### src/rtl/mod_calc_pkg.sv
// Shared types and helpers for the iterative residue engine.
package mod_calc_pkg;

  typedef enum logic [1:0] {StIdle, StRun, StDone} state_e;

  // Widest operand the reference function accepts.
  localparam int unsigned RefW = 512;

  // Number of K-bit chunks needed to cover an XW-bit operand.
  function automatic int unsigned clog2_ceil_div(int unsigned xw, int unsigned k);
    return (xw + k - 1) / k;
  endfunction

  function automatic int unsigned mod_ref(bit [RefW-1:0] x, int unsigned m);
    longint unsigned acc;
    acc = 64'd0;
    for (int i = RefW - 1; i >= 0; i--) begin
      acc = ((acc << 1) | {63'd0, x[i]}) % {32'd0, m};
    end
    return acc[31:0];
  endfunction

endpackage

### src/rtl/seq_x_mod_m_if.sv
// Operand/residue handshake bundle between source, engine and consumer.
interface seq_x_mod_m_if #(
  parameter int unsigned XW = 500,
  parameter int unsigned MW = 9
);
  logic          in_valid;
  logic          in_ready;
  logic [XW-1:0] x;
  logic          out_valid;
  logic          out_ready;
  logic [MW-1:0] r;
  logic          busy;

  modport master (
    output in_valid, x, out_ready,
    input  in_ready, out_valid, r, busy
  );

  modport slave (
    input  in_valid, x, out_ready,
    output in_ready, out_valid, r, busy
  );
endinterface

### src/rtl/mod_step_m.sv
// One Horner step: (r * 2^K + c) mod M via K+1 restoring compare/subtract stages.
module mod_step_m #(
  parameter int unsigned M  = 461,
  parameter int unsigned K  = 9,
  localparam int unsigned MW = $clog2(M)
) (
  input  logic [MW-1:0] r_i,
  input  logic [K-1:0]  c_i,
  output logic [MW-1:0] res_o
);

  localparam int unsigned TW = MW + K;

  // One spare bit so M*2^K itself is representable when M is a power of two.
  typedef logic [TW:0] wide_t;

  function automatic logic [MW-1:0] reduce(logic [MW-1:0] r, logic [K-1:0] c);
    wide_t t;
    t = {1'b0, r, c};
    for (int j = int'(K); j >= 0; j--) begin
      if (t >= (wide_t'(M) << j)) begin
        t = t - (wide_t'(M) << j);
      end
    end
    return t[MW-1:0];
  endfunction

  always_comb begin
    res_o = reduce(r_i, c_i);
  end

endmodule

### src/rtl/seq_x_mod_m.sv
// Iterative residue engine: R = X mod M, consuming X MSB-first in K-bit chunks.
module seq_x_mod_m
  import mod_calc_pkg::*;
#(
  parameter int unsigned XW = 500,
  parameter int unsigned M  = 461,
  parameter int unsigned K  = 9
) (
  input logic          clk,
  input logic          rst_n,
  seq_x_mod_m_if.slave bus
);

  localparam int unsigned MW = $clog2(M);
  localparam int unsigned NC = clog2_ceil_div(XW, K);
  localparam int unsigned SW = NC * K;
  localparam int unsigned CW = (NC > 1) ? $clog2(NC) : 1;

  if (XW < 1 || K < 1 || M < 2) begin : g_param_check
    $error("seq_x_mod_m: illegal parameters XW=%0d M=%0d K=%0d", XW, M, K);
  end

  state_e          state_q, state_d;
  logic [SW-1:0]   shreg_q, shreg_d;
  logic [MW-1:0]   r_q, r_d;
  logic [CW-1:0]   cnt_q, cnt_d;
  logic [K-1:0]    chunk;
  logic [MW-1:0]   step_res;

  assign chunk = shreg_q[SW-1 -: K];

  mod_step_m #(
    .M (M),
    .K (K)
  ) u_step (
    .r_i   (r_q),
    .c_i   (chunk),
    .res_o (step_res)
  );

  always_ff @(posedge clk or negedge rst_n) begin
    if (!rst_n) begin
      state_q <= StIdle;
    end else begin
      state_q <= state_d;
    end
  end

  always_comb begin
    state_d = state_q;
    unique case (state_q)
      StIdle:  if (bus.in_valid)  state_d = StRun;
      StRun:   if (cnt_q == '0)   state_d = StDone;
      StDone:  if (bus.out_ready) state_d = StIdle;
      default: state_d = StIdle;
    endcase
  end

  always_comb begin
    bus.in_ready  = (state_q == StIdle);
    bus.out_valid = (state_q == StDone);
    bus.busy      = (state_q != StIdle);
    bus.r         = r_q;
  end

  always_comb begin
    shreg_d = shreg_q;
    r_d     = r_q;
    cnt_d   = cnt_q;
    unique case (state_q)
      StIdle: begin
        if (bus.in_valid) begin
          shreg_d = SW'(bus.x);
          r_d     = '0;
          cnt_d   = CW'(NC - 1);
        end
      end
      StRun: begin
        r_d     = step_res;
        shreg_d = shreg_q << K;
        if (cnt_q != '0) cnt_d = cnt_q - CW'(1);
      end
      default: ;
    endcase
  end

  always_ff @(posedge clk or negedge rst_n) begin
    if (!rst_n) begin
      shreg_q <= '0;
      r_q     <= '0;
      cnt_q   <= '0;
    end else begin
      shreg_q <= shreg_d;
      r_q     <= r_d;
      cnt_q   <= cnt_d;
    end
  end

endmodule
### src/flat_wrapper.sv
// flat-port wrapper written by rule: the top's interface ports become plain ports
module seq_x_mod_m_flat import mod_calc_pkg::*;
#(
  parameter int unsigned XW = 500,
  parameter int unsigned M  = 461,
  parameter int unsigned K  = 9
)
  (clk, rst_n, bus_in_valid, bus_x, bus_out_ready, bus_in_ready, bus_out_valid, bus_r, bus_busy);
  seq_x_mod_m_if #(.XW(XW)) bus_i ();
  input logic clk;
  input logic rst_n;
  input wire logic [$bits(bus_i.in_valid)-1:0] bus_in_valid;
  input wire logic [$bits(bus_i.x)-1:0] bus_x;
  input wire logic [$bits(bus_i.out_ready)-1:0] bus_out_ready;
  output wire logic [$bits(bus_i.in_ready)-1:0] bus_in_ready;
  output wire logic [$bits(bus_i.out_valid)-1:0] bus_out_valid;
  output wire logic [$bits(bus_i.r)-1:0] bus_r;
  output wire logic [$bits(bus_i.busy)-1:0] bus_busy;
  assign bus_i.in_valid = bus_in_valid;
  assign bus_i.x = bus_x;
  assign bus_i.out_ready = bus_out_ready;
  assign bus_in_ready = bus_i.in_ready;
  assign bus_out_valid = bus_i.out_valid;
  assign bus_r = bus_i.r;
  assign bus_busy = bus_i.busy;
  seq_x_mod_m #(.XW(XW), .M(M), .K(K)) u_core (.clk(clk), .rst_n(rst_n), .bus(bus_i));
endmodule
### config.mk
export PLATFORM = sky130hd
export DESIGN_NAME = seq_x_mod_m_flat
export DESIGN_NICKNAME = d
export VERILOG_FILES = /design/src/rtl/mod_calc_pkg.sv /design/src/rtl/seq_x_mod_m_if.sv /design/src/rtl/mod_step_m.sv /design/src/rtl/seq_x_mod_m.sv /design/src/flat_wrapper.sv
export SDC_FILE = /design/constraint.sdc
export NUM_CORES = 1
export LEC_CHECK = 0
export BUFFER_PORTS_ARGS = -buffer_cell sky130_fd_sc_hd__buf_2
export CORE_ASPECT_RATIO = 1.5
export CORE_MARGIN = 3
export CORE_UTILIZATION = 50
export DETAILED_ROUTE_END_ITERATION = 7
export GPL_ROUTABILITY_DRIVEN = 0
export PLACE_DENSITY = 0.71
export SYNTH_ARGS = -nofsm -noshare
export SYNTH_HDL_FRONTEND = slang
export SYNTH_SLANG_ARGS = --single-unit
### constraint.sdc
create_clock -name clk -period 31.4 [get_ports clk]
set_input_delay 1.57 -clock clk [delete_from_list [all_inputs] [get_ports clk]]
set_output_delay 1.57 -clock clk [all_outputs]
set_load 0.005 [all_outputs]
# After elaboration in Yosys (flattened, before gate mapping)
# Cells that the tools add are included.
word_totals:
  ff_bits: 521
  latchBits: 0
  mem_bits_rw: 0
  mem_bits_ro: 0
  in_bits: 504
  out_inout_bits: 12
  elab_cells: 60
  n_memories: 0
op_classes:
  n_addsub: 11
  multipliers: 0
  div: 0
  n_lt_le_gt_ge: 10
  n_eq_ne: 6
  shift: 0
  mux: 21
  bitwise_logic: 0
  reduce_logical: 8
ops:
  columns: ["cell", "n"]
  rows:
  - ["case mux 504 bit (2 select lines)", 1]
  - ["two-way mux 504 bit", 1]
  - ["two-way mux 19 bit", 9]
  - [">= comparator 19 x 10 -> 1 bit (second input constant)", 1]
  - [">= comparator 19 x 11 -> 1 bit (second input constant)", 1]
  - [">= comparator 19 x 12 -> 1 bit (second input constant)", 1]
  - [">= comparator 19 x 13 -> 1 bit (second input constant)", 1]
  - [">= comparator 19 x 14 -> 1 bit (second input constant)", 1]
  - [">= comparator 19 x 15 -> 1 bit (second input constant)", 1]
  - [">= comparator 19 x 16 -> 1 bit (second input constant)", 1]
  - [">= comparator 19 x 17 -> 1 bit (second input constant)", 1]
  - [">= comparator 19 x 9 -> 1 bit (second input constant)", 1]
  - ["subtractor 18 x 18 -> 19 bit (second input constant)", 1]
  - ["subtractor 19 x 10 -> 19 bit (second input constant)", 1]
  - ["subtractor 19 x 11 -> 19 bit (second input constant)", 1]
  - ["subtractor 19 x 12 -> 19 bit (second input constant)", 1]
  - ["subtractor 19 x 13 -> 19 bit (second input constant)", 1]
  - ["subtractor 19 x 14 -> 19 bit (second input constant)", 1]
  - ["subtractor 19 x 15 -> 19 bit (second input constant)", 1]
  - ["subtractor 19 x 16 -> 19 bit (second input constant)", 1]
  - ["subtractor 19 x 17 -> 19 bit (second input constant)", 1]
  - [">= comparator 18 bit (second input constant)", 1]
  - ["two-way mux 9 bit", 2]
  - ["case mux 9 bit (2 select lines)", 1]
  - ["other kinds (16)", 23]

# Logic depth before layout (Yosys ltp)
# Gate-level depths: netlist of run 1.
logic_depth:
  ltp_word: 21
  mapped_depth: 50
  depth_no_buf: 40

# Hierarchy
# Synthesis of run 1 repeated with hierarchy kept, for this count alone.
unflattened:
  hier_cells: 3487
  area_unflattened_um2: 28378.5
modules_own_cells:
  columns: ["mod", "instances", "cells_each", "area_per_inst_um2", "seq_area_each_um2"]
  rows:
  - ["seq_x_mod_m", 1, 2771, 23186.0, 13037.5]
  - ["mod_step_m", 1, 716, 5192.5, 0.0]

# Least setup slack after synthesis of run 1
# OpenSTA, ideal clock, no wires.
synth_path:
  path_kind: "register to register"
  start: "reg u_core.r_q[1], in the netlist u_core.bus.r[1]"
  end: "reg u_core.r_q[6], in the netlist u_core.bus.r[6]"
  setup_ns: 0.131
  arrival_time_ns: 9.987
  t_required_ns: 31.269
  path_slack_ns: 21.282
  path_stages_with_launch: 45
  n_path_buf: 5
  period_less_slack_ns: 10.118
  path_cell_list: "dfrtp_1 -> buf_2 -> inv_1 -> ha_1 -> nand3b_1 -> nand3_1 -> o211ai_1 -> o211a_1 -> o311ai_1 -> and4_1 -> or4_1 -> a221oi_2 -> nor2_1 -> a21oi_4 -> xnor2_1 -> inv_1 -> ha_1 -> and3b_1 -> (+9 left out) -> buf_6 -> buf_6 -> xnor2_1 -> ha_1 -> nor2_1 -> mux2_1 -> or3_1 -> o2bb2ai_2 -> nand3b_1 -> and3_1 -> buf_6 -> xnor2_1 -> ha_1 -> or4_1 -> a311oi_2 -> o31ai_4 -> nor4b_1 -> or3_1"
synth_via:
  elab_chain_cells: 21
  elab_cells_between_ends: 31
  cone_classes: "add/sub: 10; order compare: 10; mux: 11"
synth_rtl:
  columns: ["item", "line", "text"]
  rows:
  - ["start: declaration", "seq_x_mod_m.sv:25", "logic [MW-1:0] r_q, r_d;"]
  - ["start signal: assignment", "seq_x_mod_m.sv:94", "r_q <= r_d;"]
  - ["subtractor 18 x 18 -> 19 bit / >= comparator 18 bit (equally long branches)", "mod_step_m.sv:22, mod_step_m.sv:21", null]
  - ["two-way mux 19 bit *", "mod_step_m.sv:21", "if (t >= (wide_t'(M) << j)) begin"]
  - ["subtractor 19 x 17 -> 19 bit / >= comparator 19 x 17 -> 1 bit (equally long branches)", "mod_step_m.sv:22, mod_step_m.sv:21", null]
  - ["two-way mux 19 bit *", "mod_step_m.sv:21", null]
  - ["subtractor 19 x 16 -> 19 bit / >= comparator 19 x 16 -> 1 bit (equally long branches)", "mod_step_m.sv:22, mod_step_m.sv:21", null]
  - ["two-way mux 19 bit *", "mod_step_m.sv:21", null]
  - ["subtractor 19 x 15 -> 19 bit / >= comparator 19 x 15 -> 1 bit (equally long branches)", "mod_step_m.sv:22, mod_step_m.sv:21", null]
  - ["two-way mux 19 bit *", "mod_step_m.sv:21", null]
  - ["(+5 left out)", null, null]
  - ["two-way mux 19 bit *", "mod_step_m.sv:21", null]
  - ["subtractor 19 x 11 -> 19 bit / >= comparator 19 x 11 -> 1 bit (equally long branches)", "mod_step_m.sv:22, mod_step_m.sv:21", null]
  - ["two-way mux 19 bit *", "mod_step_m.sv:21", null]
  - ["subtractor 19 x 10 -> 19 bit / >= comparator 19 x 10 -> 1 bit (equally long branches)", "mod_step_m.sv:22, mod_step_m.sv:21", null]
  - ["two-way mux 19 bit *", "mod_step_m.sv:21", null]
  - [">= comparator 19 x 9 -> 1 bit / subtractor 9 bit (equally long branches)", "mod_step_m.sv:21, mod_step_m.sv:22", null]
  - ["two-way mux 9 bit *", "mod_step_m.sv:21", null]
  - ["case mux 9 bit (2 select lines) *", "seq_x_mod_m.sv:70", "unique case (state_q)"]
# Every way passes the cells marked *; elsewhere a longest branch is shown, timed or not.
# A chain may end at the register's enable or synchronous reset.

# Worst setup path in the final report of run 1
layout_path:
  start: "reg u_core.r_q[0], in the netlist u_core.bus.r[0]"
  end: "reg u_core.r_q[6], in the netlist u_core.bus.r[6]"
# Same word-level chain as after synthesis.

==> reports/summary.txt, run 1 <==
SYNTH
--------------------------------------------------------------------------------------------
Count of flip-flops with a built-in enable after synthesis                                 0
Unique masters post-synth                                                                109
Basic-gate share of the synthesized area counting and, or, nand and nor cells          25.8%
Average instance area after synthesis                                               7.97 µm²
Share of synthesized area occupied by flip-flops and latches                           47.1%
Post-Synthesis Cell Area                                                           27700 µm²
Multiplexer fraction of the synthesized cell area                                     0.891%
Total of flip-flops plus latches after synthesis                                         521
Number of standard cells after synthesis                                                3469
Primary FF master, synth                                                        sky130_fd_sc_hd__dfrtp_1
Fraction of the mapped netlist area in compound gates                                  20.3%
Adder and majority cell fraction of the synthesized area                              0.434%
Main combinational cell family by area after synthesis                          simple AND/OR/NAND/NOR gates
XOR/XNOR share of the synthesized area                                                 1.37%
Mapped Nets                                                                             3981
Synth warn                                                                                 0
Proportion of register bits with asynchronous set or reset after synthesis              100%

DRT
--------------------------------------------------------------------------------------------
DRT Pass-1 Iters                                                                           8
Total Wirelength                                                                    85800 µm
Total number of vias                                                                   26275
Number of remaining DRC errors                                                             0
Final ANT Viol Nets                                                                        0
Routed wire length per instance                                                      18.8 µm
Via/cell ratio                                                                          5.75
Initial detailed-routing violation count                                                2044

PLACEMENT
--------------------------------------------------------------------------------------------
HPWL reported at the end of detailed placement                                      60100 µm
Area of placed instances                                                           30300 µm²
Port bufs                                                                                515
Placement-stage worst setup slack                                                   19170 ps

CTS
--------------------------------------------------------------------------------------------
Maximum count of clock buffers along a single path                                         3
Clock-pin slew of the registers on the worst-case setup and hold paths                 70 ps
Clock sinks                                                                              521
CTS tree                                                                                done
Root Buffer                                                                     sky130_fd_sc_hd__clkbuf_16
Post-CTS setup buffer count                                                                0
H-tree level count                                                                         2
Number of CTS-inserted buffers                                                            50
Cts-stage hold buffer count                                                                0
Clk_lat worst skew                                                                    580 ps
Count of cells resized by post-cts repair                                                  0

CRITICAL PATH
--------------------------------------------------------------------------------------------
Reg-to-Reg Start                                                                u_core.bus.r[0]
Capture point of the worst path                                                 u_core.bus.r[6]
Critical Path Stages                                                                      39
Endpoint required time on the critical path                                         31840 ps
Slowest-stage cell, CP                                                          sky130_fd_sc_hd__nor4_1
Crit-path most repeated cell                                                    sky130_fd_sc_hd__ha_1
Worst R2R Setup Slack                                                               18780 ps
Launching instance or port of the critical path                                 u_core.bus.r[0]
Worst flop-to-flop path endpoint                                                u_core.bus.r[6]
Nature of the critical path endpoint                                                register
Maximum net fanout on the critical path                                                   22
Max incr delay on CP                                                                  970 ps
Kind of cell with the highest combined delay on the critical path               compound AO/OA/AOI/OAI gates
Endpoint arrival time on the critical path                                          13060 ps
Buffer and inverter count on the worst path                                                4
Critical Path Source Type                                                           register
Type of the setup path with the least slack                                       reg -> reg
Depth of the most critical reg-to-reg path                                                39

STA
--------------------------------------------------------------------------------------------
Fin crit share                                                                         40.2%
Transition at the pin with the smallest max-transition slack                         1260 ps
Clock period minus final worst setup slack                                          12620 ps
Worst Hold Slack                                                                      496 ps
Final sum of negative setup slack                                                       0 ps
Final worst slack                                                                   18780 ps
Final hold violation count                                                                 0
Achievable clock frequency                                                          79.2 MHz
Final-report setup violation count                                                         0
Final Slew Violations                                                                      0
Headroom to the max-slew limit                                                         16.1%
RSZ-0062 raised after global routing                                                   false
Max Clock Skew                                                                       18.3 ps

GLOBAL ROUTING
--------------------------------------------------------------------------------------------
Global-route usage over all layers                                                     28.3%
Global-route wire length before repair                                             133000 µm
Number of antenna violations at the first check in global routing                         62
Total global routing overflow                                                              0
Largest net degree at the start of global routing                                        301
Via count of the first global-routing pass                                             24457

WORST HOLD PATH
--------------------------------------------------------------------------------------------
Worst hold path type                                                              reg -> reg

DIE
--------------------------------------------------------------------------------------------
Starting utilization of the core area                                                  50.5%
Total Die Area                                                                     58200 µm²
I/O pin total                                                                            516
Height of the chip                                                                    294 µm
Rows                                                                                     105
Die Width                                                                             198 µm
CORE AREA                                                                          54800 µm²

RUN
--------------------------------------------------------------------------------------------
Max-cap violations                                                                         0

FINAL LAYOUT
--------------------------------------------------------------------------------------------
Area grow syn2layout                                                                   16.2%
Leading cell type in the layout, fill and taps excluded                         sky130_fd_sc_hd__nand2_1
Post-route cell area                                                               32100 µm²
Fraction of final layout cells sized beyond drive strength 1                           18.3%
Leading cell types in the layout, fill and taps excluded                        sky130_fd_sc_hd__nand2_1 (1052), sky130_fd_sc_hd__nor2_1 (549), sky130_fd_sc_hd__dfrtp_1 (521)
Final net count                                                                         4307

RUN STATUS
--------------------------------------------------------------------------------------------
Result of the run                                                               finished, final reports clean

## layout make-up
| class | count | area [µm²] |
|---|---|---|
| Fill cell | 5090 | 22600 |
| Inverter | 22 | 82.6 |
| Tap cell | 695 | 870 |
| Clock buffer | 71 | 1470 |
| Antenna cell | 44 | 110 |
| Timing Repair Buffer | 538 | 2810 |
| Multi-Input combinational cell | 2662 | 13500 |
| Clock inverter | 19 | 260 |
| Sequential cell | 521 | 13000 |
## worst reg2reg max path: cells and delay by family, from the launching register on
| family | cells | cell delay, ps |
|---|---|---|
| AND/OR/NAND/NOR | 12 | 3970 |
| flip-flops | 1 | 480 |
| adder cells (fa/ha/maj) | 4 | 1030 |
| multiplexers | 1 | 370 |
| AO/OA/AOI/OAI | 15 | 5280 |
| buffers and inverters | 4 | 670 |
| XOR/XNOR | 3 | 690 |
## cell usage after synthesis (6+ instances only)
cell type | count | area [µm²]
sky130_fd_sc_hd__a22o_1 | 12 | 105
sky130_fd_sc_hd__buf_1 | 32 | 120
sky130_fd_sc_hd__nand2b_1 | 7 | 43.8
sky130_fd_sc_hd__nand3_1 | 22 | 110
sky130_fd_sc_hd__a211oi_2 | 7 | 87.6
sky130_fd_sc_hd__nor3_1 | 32 | 160
sky130_fd_sc_hd__a211oi_1 | 17 | 128
sky130_fd_sc_hd__and3_1 | 9 | 56.3
sky130_fd_sc_hd__nand2_1 | 1052 | 3950
sky130_fd_sc_hd__o211ai_1 | 19 | 143
sky130_fd_sc_hd__or4_1 | 6 | 45.0
sky130_fd_sc_hd__buf_2 | 17 | 85.1
sky130_fd_sc_hd__o21ai_2 | 6 | 52.6
sky130_fd_sc_hd__or2_2 | 6 | 37.5
sky130_fd_sc_hd__and2_1 | 15 | 93.8
sky130_fd_sc_hd__mux2i_1 | 13 | 130
sky130_fd_sc_hd__nand4_1 | 10 | 62.6
sky130_fd_sc_hd__clkbuf_1 | 207 | 777
sky130_fd_sc_hd__xnor2_1 | 29 | 254
sky130_fd_sc_hd__ha_1 | 8 | 100
sky130_fd_sc_hd__o211a_1 | 7 | 70.1
sky130_fd_sc_hd__a21oi_1 | 54 | 270
sky130_fd_sc_hd__nor2_1 | 550 | 2060
sky130_fd_sc_hd__a211o_1 | 6 | 52.6
sky130_fd_sc_hd__or3_1 | 8 | 50.1
sky130_fd_sc_hd__o21a_1 | 10 | 75.1
sky130_fd_sc_hd__xor2_1 | 10 | 87.6
sky130_fd_sc_hd__inv_1 | 21 | 78.8
sky130_fd_sc_hd__o22ai_1 | 8 | 50.1
sky130_fd_sc_hd__o31ai_1 | 8 | 60.1
sky130_fd_sc_hd__a31oi_1 | 511 | 3200
sky130_fd_sc_hd__a21o_1 | 15 | 113
sky130_fd_sc_hd__nor4_1 | 12 | 75.1
sky130_fd_sc_hd__o21ai_0 | 34 | 170
sky130_fd_sc_hd__dfrtp_1 | 521 | 13000
## per-layer routing
metal	track usage (%)	wire length, µm	vias to the layer above
li1	-	-	12684
met5	0	247	-
met2	47.3	42200	878
met1	35.0	33700	12422
met4	13.0	3880	44
met3	6.36	5740	247
## cell families (layout without fill, tap and decap cells)
group | count (synthesis) | after routing
buf+inv | 286 | 650
other cells | 0 | 44
flops | 521 | 521
compound gates | 817 | 817
fa+ha+maj | 10 | 10
simple gates | 1772 | 1772
mux | 22 | 22
xor+xnor | 41 | 41
## worst min path at each step
stage,start,end,slack [ps],cells past startpoint
floorplan,u_core.shreg_q[491],u_core.shreg_q[500],450,2
global placement,u_core.shreg_q[491],u_core.shreg_q[500],460,2
detailed placement,u_core.shreg_q[492],u_core.shreg_q[501],480,2
CTS,u_core.shreg_q[492],u_core.shreg_q[501],500,2
global route,u_core.shreg_q[0],u_core.shreg_q[0],520,1
finish,u_core.shreg_q[492],u_core.shreg_q[501],500,2
## flip-flops by register name, indices dropped and copies added, names as in the netlist
signal          cells
u_core.shreg_q    504
u_core.bus.r        9
u_core.cnt_q        6
u_core.state_q      2
## through the flow
stage               std cells  util, %
detailed placement       4438     55.3
CTS                      4528     58.5
global placement         4438     55.3
finish                   4572     58.7
global route             4559     58.6
floorplan                3469        -
Power of run 1 is not shown: default switching activity piles up to over one toggle a cycle in this logic, so the estimate is an artifact.
==> inputs of run 2 (changes only) <==
PLACE_DENSITY = 0.74   (was 0.71)
clock period = 10.8 ns   (was 31.4 ns; I/O delays follow)
==> run 2 against run 1 <==
  * The flow now finishes with violations (negative hold slack)
  * Wire length shrank 0.13%
  * Register-to-register slack lost 18000 ps
  * Global-route usage shrank 0.21 points
  * Cell count grew 1.3%
  * Worst setup slack lost 18000 ps
  * Clock skew grew 11 ps
  * Clock-buffer cell count shrank 1
  * First-iteration DRC count grew 9.4%
  * Largest cell class unchanged
  * Highest routed layer unchanged
==> reports/summary.txt, run 2 (synthesis gave the netlist of run 1 again) <==
STA
-------------------------------------------------------------------------------------
Final worst slack                                                              503 ps
Transition at the pin with the smallest max-transition slack                  1240 ps
Clock period minus final worst setup slack                                   10300 ps
Final Slew Violations                                                               0
Achievable clock frequency                                                   97.1 MHz
Fin crit share                                                                  95.3%
Worst Hold Slack                                                             -9.84 ps
Final-report setup violation count                                                  0
Max Clock Skew                                                                29.6 ps
Final hold violation count                                                          5
Headroom to the max-slew limit                                                  16.7%

PLACEMENT
-------------------------------------------------------------------------------------
HPWL reported at the end of detailed placement                               59600 µm
Port bufs                                                                         515
Area of placed instances                                                    30600 µm²
Placement-stage worst setup slack                                             53.6 ps

DRT
-------------------------------------------------------------------------------------
Total Wirelength                                                             85600 µm
Final ANT Viol Nets                                                                 0
Initial detailed-routing violation count                                         2236
Routed wire length per instance                                               18.5 µm
Total number of vias                                                            26712
Number of remaining DRC errors                                                      0
DRT Pass-1 Iters                                                                    6
Via/cell ratio                                                                   5.77

DIE
-------------------------------------------------------------------------------------
I/O pin total                                                                     516
Total Die Area                                                              58200 µm²
Rows                                                                              105
Starting utilization of the core area                                           50.5%
Height of the chip                                                             294 µm
CORE AREA                                                                   54800 µm²
Die Width                                                                      198 µm

CRITICAL PATH
-------------------------------------------------------------------------------------
Maximum net fanout on the critical path                                             9
Type of the setup path with the least slack                                reg -> reg
Slowest-stage cell, CP                                                   sky130_fd_sc_hd__or4_1
Buffer and inverter count on the worst path                                         5
Critical Path Stages                                                               42
Kind of cell with the highest combined delay on the critical path        compound AO/OA/AOI/OAI gates
Nature of the critical path endpoint                                         register
Critical Path Source Type                                                    register
Endpoint arrival time on the critical path                                   10780 ps
Depth of the most critical reg-to-reg path                                         42
Endpoint required time on the critical path                                  11290 ps
Max incr delay on CP                                                           480 ps

RUN STATUS
-------------------------------------------------------------------------------------
Result of the run                                                        finished, violations left
Violations in the final reports                                          negative hold slack

FINAL LAYOUT
-------------------------------------------------------------------------------------
Area grow syn2layout                                                            18.1%
Final net count                                                                  4364
Number of flip-flops in the largest register                                      504
Post-route cell area                                                        32700 µm²
Leading cell type in the layout, fill and taps excluded                  sky130_fd_sc_hd__nand2_1
Largest Register                                                         u_core.shreg_q
Fraction of final layout cells sized beyond drive strength 1                    19.9%
Leading cell types in the layout, fill and taps excluded                 sky130_fd_sc_hd__nand2_1 (1052), sky130_fd_sc_hd__nor2_1 (547), sky130_fd_sc_hd__dfrtp_1 (520)
Filler Cells Inserted                                                            5026

CTS
-------------------------------------------------------------------------------------
Root Buffer                                                              sky130_fd_sc_hd__clkbuf_16
Maximum count of clock buffers along a single path                                  3
Clock-pin slew of the registers on the worst-case setup and hold paths          70 ps
Clock sinks                                                                       521
H-tree level count                                                                  2
CTS tree                                                                         done
Clk_lat worst skew                                                             600 ps
Number of CTS-inserted buffers                                                     50

WORST HOLD PATH
-------------------------------------------------------------------------------------
Worst hold path type                                                      in -> async

RUN
-------------------------------------------------------------------------------------
Max-cap violations                                                                  0

GLOBAL ROUTING
-------------------------------------------------------------------------------------
Via count of the first global-routing pass                                      25176
Number of antenna violations at the first check in global routing                  55
Total global routing overflow                                                       0
Largest net degree at the start of global routing                                 286
Global-route wire length before repair                                      132000 µm
Global-route usage over all layers                                              28.1%

[run 2: cell count changes in the layout (fill, tap and decap cells not counted), sizes merged]
cell,change
bufinv,-3
clkbuf,-1
buf,+57
clkinv,+4
diode,+1
[run 2: cell type report]
| type | instances | area, µm² | share of cell area (%) |
|---|---|---|---|
| antenna | 45 | 113 | 0.345 |
| clock buffer | 70 | 1420 | 4.33 |
| clock inverter | 20 | 223 | 0.682 |
| inverter | 22 | 82.6 | 0.253 |
| multi-input combinational | 2662 | 13700 | 41.8 |
| sequential | 521 | 13000 | 39.9 |
| tap | 695 | 870 | 2.66 |
| timing repair buffer | 595 | 3280 | 10.0 |
[run 2: per-layer routing]
metal / vias up / track usage [%] / routed length [µm]
li1: 12799 / - / -
met1: 12651 / 34.8 / 33300
met2: 977 / 46.5 / 42200
met3: 255 / 5.91 / 5770
met4: 30 / 14.5 / 4160
met5: - / 0 / 195
[run 2: final timing paths]
path	from	endpoint	slack [ps]
hold reg to reg	u_core.shreg_q[492]	u_core.shreg_q[501]	510
min in group clk	bus_x[356]	u_core.shreg_q[356]	180
max in group asynchronous	rst_n	u_core.shreg_q[55]	8630
hold / removal	rst_n	u_core.shreg_q[283]	-10
setup reg to reg	u_core.bus.r[1]	u_core.bus.r[1]	500
setup / recovery	u_core.bus.r[1]	u_core.bus.r[1]	500
[run 2: timing repair]
action	4_1_cts	5_1_grt
endpoints found under the setup margin	0	9
buffers inserted	0	21
gates resized for setup	0	35
hold buffers	0	0
[run 2: metrics by stage]
step,TNS [ps],util [%],instances,hold slack [ps]
3_3_place_gp,0,55.9,4474,487
5_1_grt,-163,59.6,4619,22.5
4_1_cts,0,58.9,4564,2.24
3_5_place_dp,0,55.9,4474,488
6_report,0,59.6,4630,-9.84
2_1_floorplan,0,-,3469,244
Power of run 2 is left out for the same reason.
